--- src/rtl/chan_mux_reg.sv ---
// N-channel W-bit registered multiplexer with valid/ready handshakes.
// Channel choice is an external select (MODE=0) or round-robin arbitration (MODE=1).
module chan_mux_reg #(
    parameter int unsigned W    = 8,
    parameter int unsigned N    = 4,
    parameter int unsigned SELW = 2,
    parameter int unsigned MODE = 0
) (
    input  logic              c,
    input  logic              rst,
    input  logic [SELW-1:0]   sel,
    input  logic [N-1:0]      in_valid,
    input  logic [N*W-1:0]    in_data,
    output logic [N-1:0]      in_ready,
    output logic              out_valid,
    output logic [W-1:0]      out_data,
    output logic [SELW-1:0]   out_ch,
    input  logic              out_ready
);

    logic            out_valid_q;
    logic [W-1:0]    out_data_q;
    logic [SELW-1:0] out_ch_q;
    logic [SELW-1:0] ptr_q;
    logic [SELW-1:0] ptr_d;

    logic            load;
    logic            grant;
    logic [SELW-1:0] gidx;
    logic [W-1:0]    data_mux;
    int unsigned     idx;

    assign load = ~out_valid_q | out_ready;

    always_comb begin
        grant = 1'b0;
        gidx  = '0;
        idx   = 0;
        if (MODE == 0) begin
            // sel >= N simply matches no channel, so no grant
            for (int unsigned k = 0; k < N; k++) begin
                if (32'(sel) == k) begin
                    grant = in_valid[k];
                    gidx  = SELW'(k);
                end
            end
        end else begin
            for (int unsigned i = 0; i < N; i++) begin
                idx = 32'(ptr_q) + i;
                if (idx >= N) begin
                    idx = idx - N;
                end
                for (int unsigned k = 0; k < N; k++) begin
                    if (k == idx && !grant && in_valid[k]) begin
                        grant = 1'b1;
                        gidx  = SELW'(k);
                    end
                end
            end
        end
    end

    always_comb begin
        data_mux = '0;
        in_ready = '0;
        for (int unsigned k = 0; k < N; k++) begin
            if (SELW'(k) == gidx) begin
                data_mux    = in_data[k*W +: W];
                in_ready[k] = load & grant & ~rst;
            end
        end
    end

    always_comb begin
        ptr_d = ptr_q;
        if (MODE == 1 && load && grant) begin
            ptr_d = (32'(gidx) == N - 1) ? '0 : gidx + SELW'(1);
        end
    end

    always_ff @(posedge c) begin
        if (rst) begin
            out_valid_q <= 1'b0;
            out_data_q  <= '0;
            out_ch_q    <= '0;
            ptr_q       <= '0;
        end else begin
            ptr_q <= ptr_d;
            if (load) begin
                out_valid_q <= grant;
                if (grant) begin
                    out_data_q <= data_mux;
                    out_ch_q   <= gidx;
                end
            end
        end
    end

    assign out_valid = out_valid_q;
    assign out_data  = out_data_q;
    assign out_ch    = out_ch_q;

endmodule

--- config.mk ---
export PLATFORM = sky130hd
export DESIGN_NAME = chan_mux_reg
export DESIGN_NICKNAME = d
export VERILOG_FILES = /design/src/rtl/chan_mux_reg.sv
export SDC_FILE = /design/constraint.sdc
export NUM_CORES = 1
export LEC_CHECK = 0
export ABC_CLOCK_PERIOD_IN_PS = 1280
export BUFFER_PORTS_ARGS = -buffer_cell sky130_fd_sc_hd__clkbuf_2
export CAP_MARGIN = 20
export CORE_MARGIN = 2
export CORE_UTILIZATION = 37
export CTS_BUF_LIST = sky130_fd_sc_hd__clkbuf_4 sky130_fd_sc_hd__clkbuf_8
export DETAILED_ROUTE_END_ITERATION = 8
export GPL_TIMING_DRIVEN = 0
export PLACE_DENSITY = 0.87
export SYNTH_ARGS = -nofsm -noshare
export SYNTH_HDL_FRONTEND = slang
export SYNTH_SLANG_ARGS = --single-unit
--- constraint.sdc ---
create_clock -name c -period 1.28 [get_ports c]
set_input_delay 0.064 -clock c [delete_from_list [all_inputs] [get_ports c]]
set_output_delay 0.064 -clock c [all_outputs]
set_load 0.03 [all_outputs]
==> summary by stage, run 1 <==
Clock tree
The maximum buffer depth of the clock tree is 2. Buffers inserted during clock tree synthesis total 3. The total of hold buffers inserted after clock tree synthesis is 0.

The sink count of the clock tree is 11. The root buffer cell chosen for the clock tree is sky130_fd_sc_hd__clkbuf_4. The clock latency on the worst-skew pair is 270 ps.

TritonCTS built the clock tree. CTS built an H-tree with a depth of 1. The clock-pin slew reported for the worst setup and hold paths after clock tree synthesis is 80 ps.

Final layout
The layout overhead on the synthesized area is 81.73%. After routing the design area is 1344 um^2. The number of nets in the finished design is 178.

The fraction of layout cells with a size suffix above 1 is 77.94%. The repair_antennas step left the layout with diodes totalling 0. The number of standard cells in the final layout excluding fillers is 163. The filler cell count in the final layout is 147. The core utilization of the finished layout is 69.92%.

Detailed routing
After the first detailed-routing iteration, the DRC count stood at 19. Before antenna repair, the detailed router went through 4 iterations. Once detail routing completed, the nets flagged for antenna violations numbered 0. The routed wire length per instance is 16.77 um. After detailed routing, the number of remaining DRC violations is 0. For this block, the via count after detailed routing is 919. After detailed routing, the total wire length is 2.734 mm. Using the TritonRoute via totals, the vias-per-cell ratio works out to 5.638.

Critical path
The sort of element at the start of the critical path is a register. In this run the worst path has a maximum fanout of 5. By startpoint and endpoint, the worst setup path is classified as register to primary output. At the worst endpoint, the arrival time is 1630 ps. The worst endpoint required time is 1220 ps. STA classifies the critical path endpoint as a primary output.

Timing
The final setup slack of the worst path is -415.1 ps. The highest clock rate is 589.9 MHz. Across the routed clock network, the largest skew measured is 1.474 ps.

Headroom to the max-slew limit came out at 56.92%. The number of pins exceeding their max-slew limit in the final report was 0. The time the worst path needs with I/O delays and setup is 1695 ps. The final-report setup violation count is 14.

The number of endpoints with negative hold slack in the final report came to 0. Setup repair after global routing could not meet its margin everywhere. At the pin with the least slew margin, the transition time is 646.2 ps. The final clock period utilization by the worst path is 132.4%.

Synth
The mean post-synth cell area is 10.41 um^2. For this run, the leading register cell type out of synthesis is sky130_fd_sc_hd__dfxtp_1. Of all flip-flops after synthesis, the portion carrying an async set or reset was 0%.

The fraction of the mapped netlist area in compound gates is 14.21%. Synthesis produced a netlist whose cell count is 71. Of the total synthesized cell area, the portion taken by XOR and XNOR cells is 0%. By area, the combinational part of the netlist is dominated by multiplexers.

The number of register bits inferred by synthesis is 11. The synthesized netlist contains 25 unique library cells. In the synthesized netlist, mux cells make up 28.76% of the area.

The Yosys warning count is 0. Yosys mapped a number of flops with a built-in enable equal to 0. Sequential cells were found to cover 29.78% of the synthesized design area. The cell area after synthesis is 739.5 um^2. The synthesized netlist devotes 20.14% of its cell area to simple gates. Counting every net in the synthesized netlist gives 112.

After Yosys synthesis, full adders, half adders and majority gates account for 0% of the synthesized area.

Place
After detailed placement, the design holds a cell count of 152. The final weighted congestion of routability-driven global placement is 0.8003. Summed over all nets, the half-perimeter wirelength after detailed placement is 1.793 mm. Prior to clock tree synthesis, the placed netlist has a worst setup slack of -249.4 ps. The number of I/O port buffers is 54. Summing all placed instances gives a cell area of 1085 um^2.

Floorplanning
The total I/O pin count is 56. For this configuration, the core starts out at a cell density of 38.48%. The number of placement rows is 16. The height of the die is 48.71 um. The die area is 2372 um^2. The standard cell core area is 1922 um^2.

The width of the chip is 48.71 um.

Hold path
The worst hold path class is primary input to register.

Global route
The pin count of the biggest net entering global routing is 11. The global-route wire length before repair is 3.815 mm. The number of antenna violations at the first check in global routing is 0. The most used routing layer is met2. For this run, global-route usage on met3 was measured as 4.321%. Summed over all layers, the global routing overflow is 0.

Global routing used 35.62% of the available met2 tracks. The via count of the first global-routing pass came to 887. Global routing used 20.57% of the available tracks across all layers. In the global route stage, met1 resource usage came out at 21.46%.

Power
VDD sags by at most 0.5845 mV. The power per unit of standard cell area is 834.0 nW/um^2. The total leakage power is 0.0005923 uW.

Job
Across the run, the number of max-cap violations was 0.

Run status
The final reports fail on negative setup slack. The run finished, with violations left.
[worst paths after layout]
| path | startpoint | slack, ps | cells after the start | to |
|---|---|---|---|---|
| worst max-delay path | out_valid | -420 | 7 | in_ready[3] |
| worst min-delay path | out_ready | 160 | 3 | out_valid |
| worst max register to register | out_valid | -220 | 6 | out_ch[1] |
| worst min register to register | out_data[5] | 480 | 2 | out_data[5] |
[worst max-delay path, cell delays in order (launching register included)]
cell and delay, ps:
sky130_fd_sc_hd__dfxtp_4 350, sky130_fd_sc_hd__buf_4 130, sky130_fd_sc_hd__buf_6 110, sky130_fd_sc_hd__nand2b_4 80, sky130_fd_sc_hd__nand3_4 80, sky130_fd_sc_hd__buf_8 150
sky130_fd_sc_hd__nor4b_4 290, sky130_fd_sc_hd__buf_6 170
[cell usage after synthesis, types with 2 or more instances]
library cell               n  area share (%)
sky130_fd_sc_hd__o21ai_0   8             5.4
sky130_fd_sc_hd__a21oi_1  11             7.4
sky130_fd_sc_hd__buf_2     3             2.0
sky130_fd_sc_hd__mux4_2    6              18
sky130_fd_sc_hd__mux4_1    2             7.1
sky130_fd_sc_hd__o21ai_1   2             1.4
sky130_fd_sc_hd__nand3_1  10             6.8
sky130_fd_sc_hd__dfxtp_1  11              30
sky130_fd_sc_hd__buf_6     2             3.0
[power by group]
group,internal [uW],switching (uW)
Sequential,371,21.5
Clock,142,135
Combinational,210,241
[kinds of logic (layout without fill, tap and decap cells)]
logic type,after synthesis,in the layout
buf+inv,8,73
mux,10,10
compound gates,21,21
simple gates,21,21
flops,11,11
[area by class of cell]
class	count	area [um^2]	share of cell area (%)
repair buffers	62	377.9	28.12
flip-flops and latches	11	224.0	16.67
inverters	1	3.754	0.2793
plain buffers	6	50.05	3.724
clock buffers	4	30.03	2.235
well taps	27	33.78	2.514
multi-input cells	52	624.3	46.46
[layout by cell type (no fill, tap or decap)]
cell	count
sky130_fd_sc_hd__mux2i_1	1
sky130_fd_sc_hd__nand2_1	1
sky130_fd_sc_hd__or3_4	1
sky130_fd_sc_hd__nand3_4	2
sky130_fd_sc_hd__clkbuf_2	50
sky130_fd_sc_hd__inv_1	1
sky130_fd_sc_hd__clkbuf_8	3
sky130_fd_sc_hd__mux4_2	6
sky130_fd_sc_hd__mux2_4	1
sky130_fd_sc_hd__nand2b_4	1
sky130_fd_sc_hd__clkbuf_4	5
sky130_fd_sc_hd__dfxtp_1	10
sky130_fd_sc_hd__dfxtp_4	1
sky130_fd_sc_hd__buf_4	5
sky130_fd_sc_hd__nor3_4	1
sky130_fd_sc_hd__nor4b_4	2
sky130_fd_sc_hd__nand3_1	1
sky130_fd_sc_hd__clkbuf_1	1
sky130_fd_sc_hd__buf_6	6
sky130_fd_sc_hd__nand3_2	7
sky130_fd_sc_hd__buf_2	1
sky130_fd_sc_hd__and3_1	1
sky130_fd_sc_hd__o21ai_2	2
sky130_fd_sc_hd__buf_8	1
sky130_fd_sc_hd__nor4_4	2
sky130_fd_sc_hd__nor2_1	1
sky130_fd_sc_hd__a21oi_2	8
sky130_fd_sc_hd__a21oi_1	3
sky130_fd_sc_hd__mux4_1	2
sky130_fd_sc_hd__o21ai_1	7
sky130_fd_sc_hd__nor2b_4	1
sky130_fd_sc_hd__o21ai_0	1
[through the flow]
stage               hold WS (ps)  power, uW  setup TNS, ps
global route               173.3       1153          -3353
floorplan                  133.1      614.1         -666.8
detailed placement         418.2      739.6         -506.6
CTS                        130.4       1035          -3275
finish                     156.7       1121          -2937
global placement           395.7      726.4         -439.7
[routing by layer]
metal / share of wire [%] / vias to the layer above
met4: 5.6 / 0
met2: 52 / 58
met1: 35 / 435
li1: - / 410
met3: 7.1 / 16
met5: 0 / -
[registers in the layout, summed over array words and instances (netlist names)]
signal and cells:
out_data 8, out_valid 1, out_ch 2
[timing repair]
item	4_1_cts	5_1_grt
buffers inserted	5	3
pin swaps	9	12
cloned	1	0
resized for setup	22	28
endpoints found under the hold margin	0	0
endpoints found under the setup margin	8	14
No activity file was read; power rests on OpenSTA's default activity.
==> run 2, diff against run 1 <==
--- a/config.mk
+++ b/config.mk
@@ -8,12 +8,15 @@
 export ABC_CLOCK_PERIOD_IN_PS = 1280
 export BUFFER_PORTS_ARGS = -buffer_cell sky130_fd_sc_hd__clkbuf_2
 export CAP_MARGIN = 20
+export CELL_PAD_IN_SITES_DETAIL_PLACEMENT = 1
+export CELL_PAD_IN_SITES_GLOBAL_PLACEMENT = 1
 export CORE_MARGIN = 2
-export CORE_UTILIZATION = 37
+export CORE_UTILIZATION = 25
 export CTS_BUF_LIST = sky130_fd_sc_hd__clkbuf_4 sky130_fd_sc_hd__clkbuf_8
 export DETAILED_ROUTE_END_ITERATION = 8
 export GPL_TIMING_DRIVEN = 0
-export PLACE_DENSITY = 0.87
+export HOLD_SLACK_MARGIN = 0.08
+export PLACE_DENSITY = 0.85
 export SYNTH_ARGS = -nofsm -noshare
 export SYNTH_HDL_FRONTEND = slang
 export SYNTH_SLANG_ARGS = --single-unit
==> run 2 against run 1 <==
The run still ends with negative setup slack left. Final cell count grew 3.1%. Clock skew rose by 10 ps. Total power is 0.38% higher. Flip-flop and latch count unchanged. Highest routed layer unchanged. Largest cell class unchanged. Combinational power up 3%. Routed wire length is 20% higher. Setup slack about the same.
==> summary by stage, run 2 (synthesized netlist as in run 1, its figures left out) <==
Run status
The flow ran to the end, but the final reports show violations. The final reports fail on negative setup slack.

Clock tree
The number of clock buffers added by TritonCTS is 3. Counting every sink on the clock net gives 11. The clock passes through at most 2 buffers. In this run the number of H-tree levels came out at 1. Clock-pin slew was measured on the worst setup and hold paths at 80 ps. The cell at the root of the clock tree is sky130_fd_sc_hd__clkbuf_4. After clock tree synthesis, the flow added hold-fix buffers numbering 0. The clock latency on the worst-skew pair is 280 ps. TritonCTS built the clock tree.

Hold path
The worst hold path terminates at out_ch[0]. The tightest min-delay check is of the primary input to register type. The worst hold path stage count is 2.

The startpoint identified for the worst hold timing path is rst.

Power
The total chip power is 1125 uW. Power spread over the standard cell area amounts to 833.3 nW/um^2. The highest ir drop seen on vdd is 0.4315 mV. In this run the static leakage power is 0.0005983 uW.

Critical path
Counting cells, the worst reg-to-reg path comes to 6. The arrival time reported for the critical path endpoint is 1630 ps. The worst setup path is captured at a primary output. The worst flop-to-flop path endpoint is out_ch[1]. STA puts the critical path data required time at 1220 ps.

The kind of critical path is register to primary output. The startpoint identified for the worst register-to-register timing path is out_valid. The sort of element at the start of the critical path is a register. In this run the worst path has a maximum fanout of 3.

The worst register-to-register path has a setup slack of -270 ps. The critical path starts at out_valid.

Timing
Setup repair after global routing could not meet its margin everywhere. For the pin with the worst max-slew slack, the measured transition is 563.0 ps. The clock arrives with 11.79 ps of skew. The number of pins exceeding their max-slew limit in the final report is 0. Setup violations remaining at the end of the flow were counted as 14. Subtracting the final worst setup slack from the clock period gives 1695 ps. The headroom to the max-slew limit is 61.39%.

The post-route setup TNS is -3358 ps. The number of endpoints with negative hold slack in the final report is 0. Of the available clock period, the critical path in the final layout requires 132.4%. Once routing completed, OpenROAD measured the worst setup slack at -414.8 ps.

The highest clock rate is 590.0 MHz.

Place
Buffers placed on the I/O ports in this run total 54. The HPWL after detailed placement is 2.124 mm. The pre-CTS worst setup slack is -280.0 ps. The final weighted congestion of routability-driven global placement is 0.7768.

Global route
The number of antenna violations at the first check in global routing is 0. Global routing finished with a remaining overflow of 0. The via count of the first global-routing pass is 994. The global-route wire length before repair is 5.037 mm. Entering global routing, the biggest net connects 11 pins. The global-route usage over all layers is 20.98%.

Detailed routing
The routed wire length on met3 is 185 um. In this run, the number of DRC markers left after iteration 0 of detailed routing was 21. The average vias per placed instance is 5.357. Summed over all layers, the routed wires come to 3.290 mm. The overall via count from detail_route is 900. Signal routing reaches up to met4. The routed metal-1 wire length is 1.174 mm.

The total iterations of the first detailed-routing run is 4. The number of routed nets with antenna violations is 0. The total DRC errors in the routed layout is 0. In the final routed layout, each cell accounts on average for 19.58 um. In the detailed route, the total length drawn on met2 is 1.819 mm.

Final layout
Leaving out fill and tap cells, the most frequent cell in the layout is sky130_fd_sc_hd__clkbuf_2. For this run, the post-layout net count is 179. Cells with a size suffix above 1 make up 75.18% of the layout.

The repair_antennas step left the layout with diodes totalling 0. The register with the most flip-flops in the layout has 8 of them. Compared with the post-synthesis result, the final layout area differs by 82.57%.

The library cells used most frequently in the layout, excluding fill and tap cells, are 50 x sky130_fd_sc_hd__clkbuf_2, 10 x sky130_fd_sc_hd__dfxtp_1, 8 x sky130_fd_sc_hd__a21oi_1, 7 x sky130_fd_sc_hd__buf_4, 6 x sky130_fd_sc_hd__mux4_2.

Job
Across the run, the number of max-cap violations was 0.

Floorplanning
Row generation in the floorplan step produced 19 rows. For this configuration, the core starts out at a cell density of 26.59%. From left edge to right edge, the die measures 58.39 um. The total I/O pin count is 56. The die is 58.39 um tall. The core region is 2781 um^2. The die area is 3409 um^2.
## run 2: power by group
group,total (uW),internal (uW),switching [uW]
clock,272,142,130
sequential,391,371,19.4
combinational,463,214,249
total,1130,727,398
## run 2: what timing repair did
action                                  in CTS  in global routing
resized for setup                           26                 15
cloned                                       0                  1
pin swaps                                    4                  5
buffers inserted                             6                  4
endpoints found under the setup margin      13                 14
## run 2: layer usage
layer / global-route usage, % / up-vias
met2: 39.49 / 44
met4: 14.29 / 0
met5: 0 / -
met1: 20.25 / 437
li1: - / 411
met3: 4.176 / 8
## run 2: worst max-delay path by stage
stage and to:
2_1_floorplan in_ready[1], 3_3_place_gp in_ready[1], 3_5_place_dp in_ready[1], 4_1_cts in_ready[1]
5_1_grt in_ready[1], 6_report in_ready[1]
## run 2: worst max-delay path, stage by stage (launching register included)
cell and delay, ps:
sky130_fd_sc_hd__dfxtp_4 350, sky130_fd_sc_hd__nor2b_4 130, sky130_fd_sc_hd__or3_4 420, sky130_fd_sc_hd__nor4b_4 250, sky130_fd_sc_hd__clkbuf_8 210
## run 2: through the flow
| step | hold slack (ps) | util (%) | area [um^2] | std cells |
|---|---|---|---|---|
| after CTS | 143.3 | 45.21 | 1257 | 164 |
| after global placement | 395.6 | 39.18 | 1090 | 156 |
| after floorplan | 133.1 | - | 780.7 | 71 |
| final | 141.8 | 48.54 | 1350 | 168 |
| after detailed placement | 418.0 | 39.18 | 1090 | 156 |
| after global routing | 156.0 | 48.54 | 1350 | 168 |
## run 2: final cells by class
cell class / count / area, um^2
Fill cell: 319 / 1431
Multi-Input combinational cell: 53 / 618.1
Timing Repair Buffer: 63 / 396.6
Sequential cell: 11 / 224.0
Buffer: 5 / 38.79
Tap cell: 31 / 38.79
Clock buffer: 4 / 30.03
Inverter: 1 / 3.754
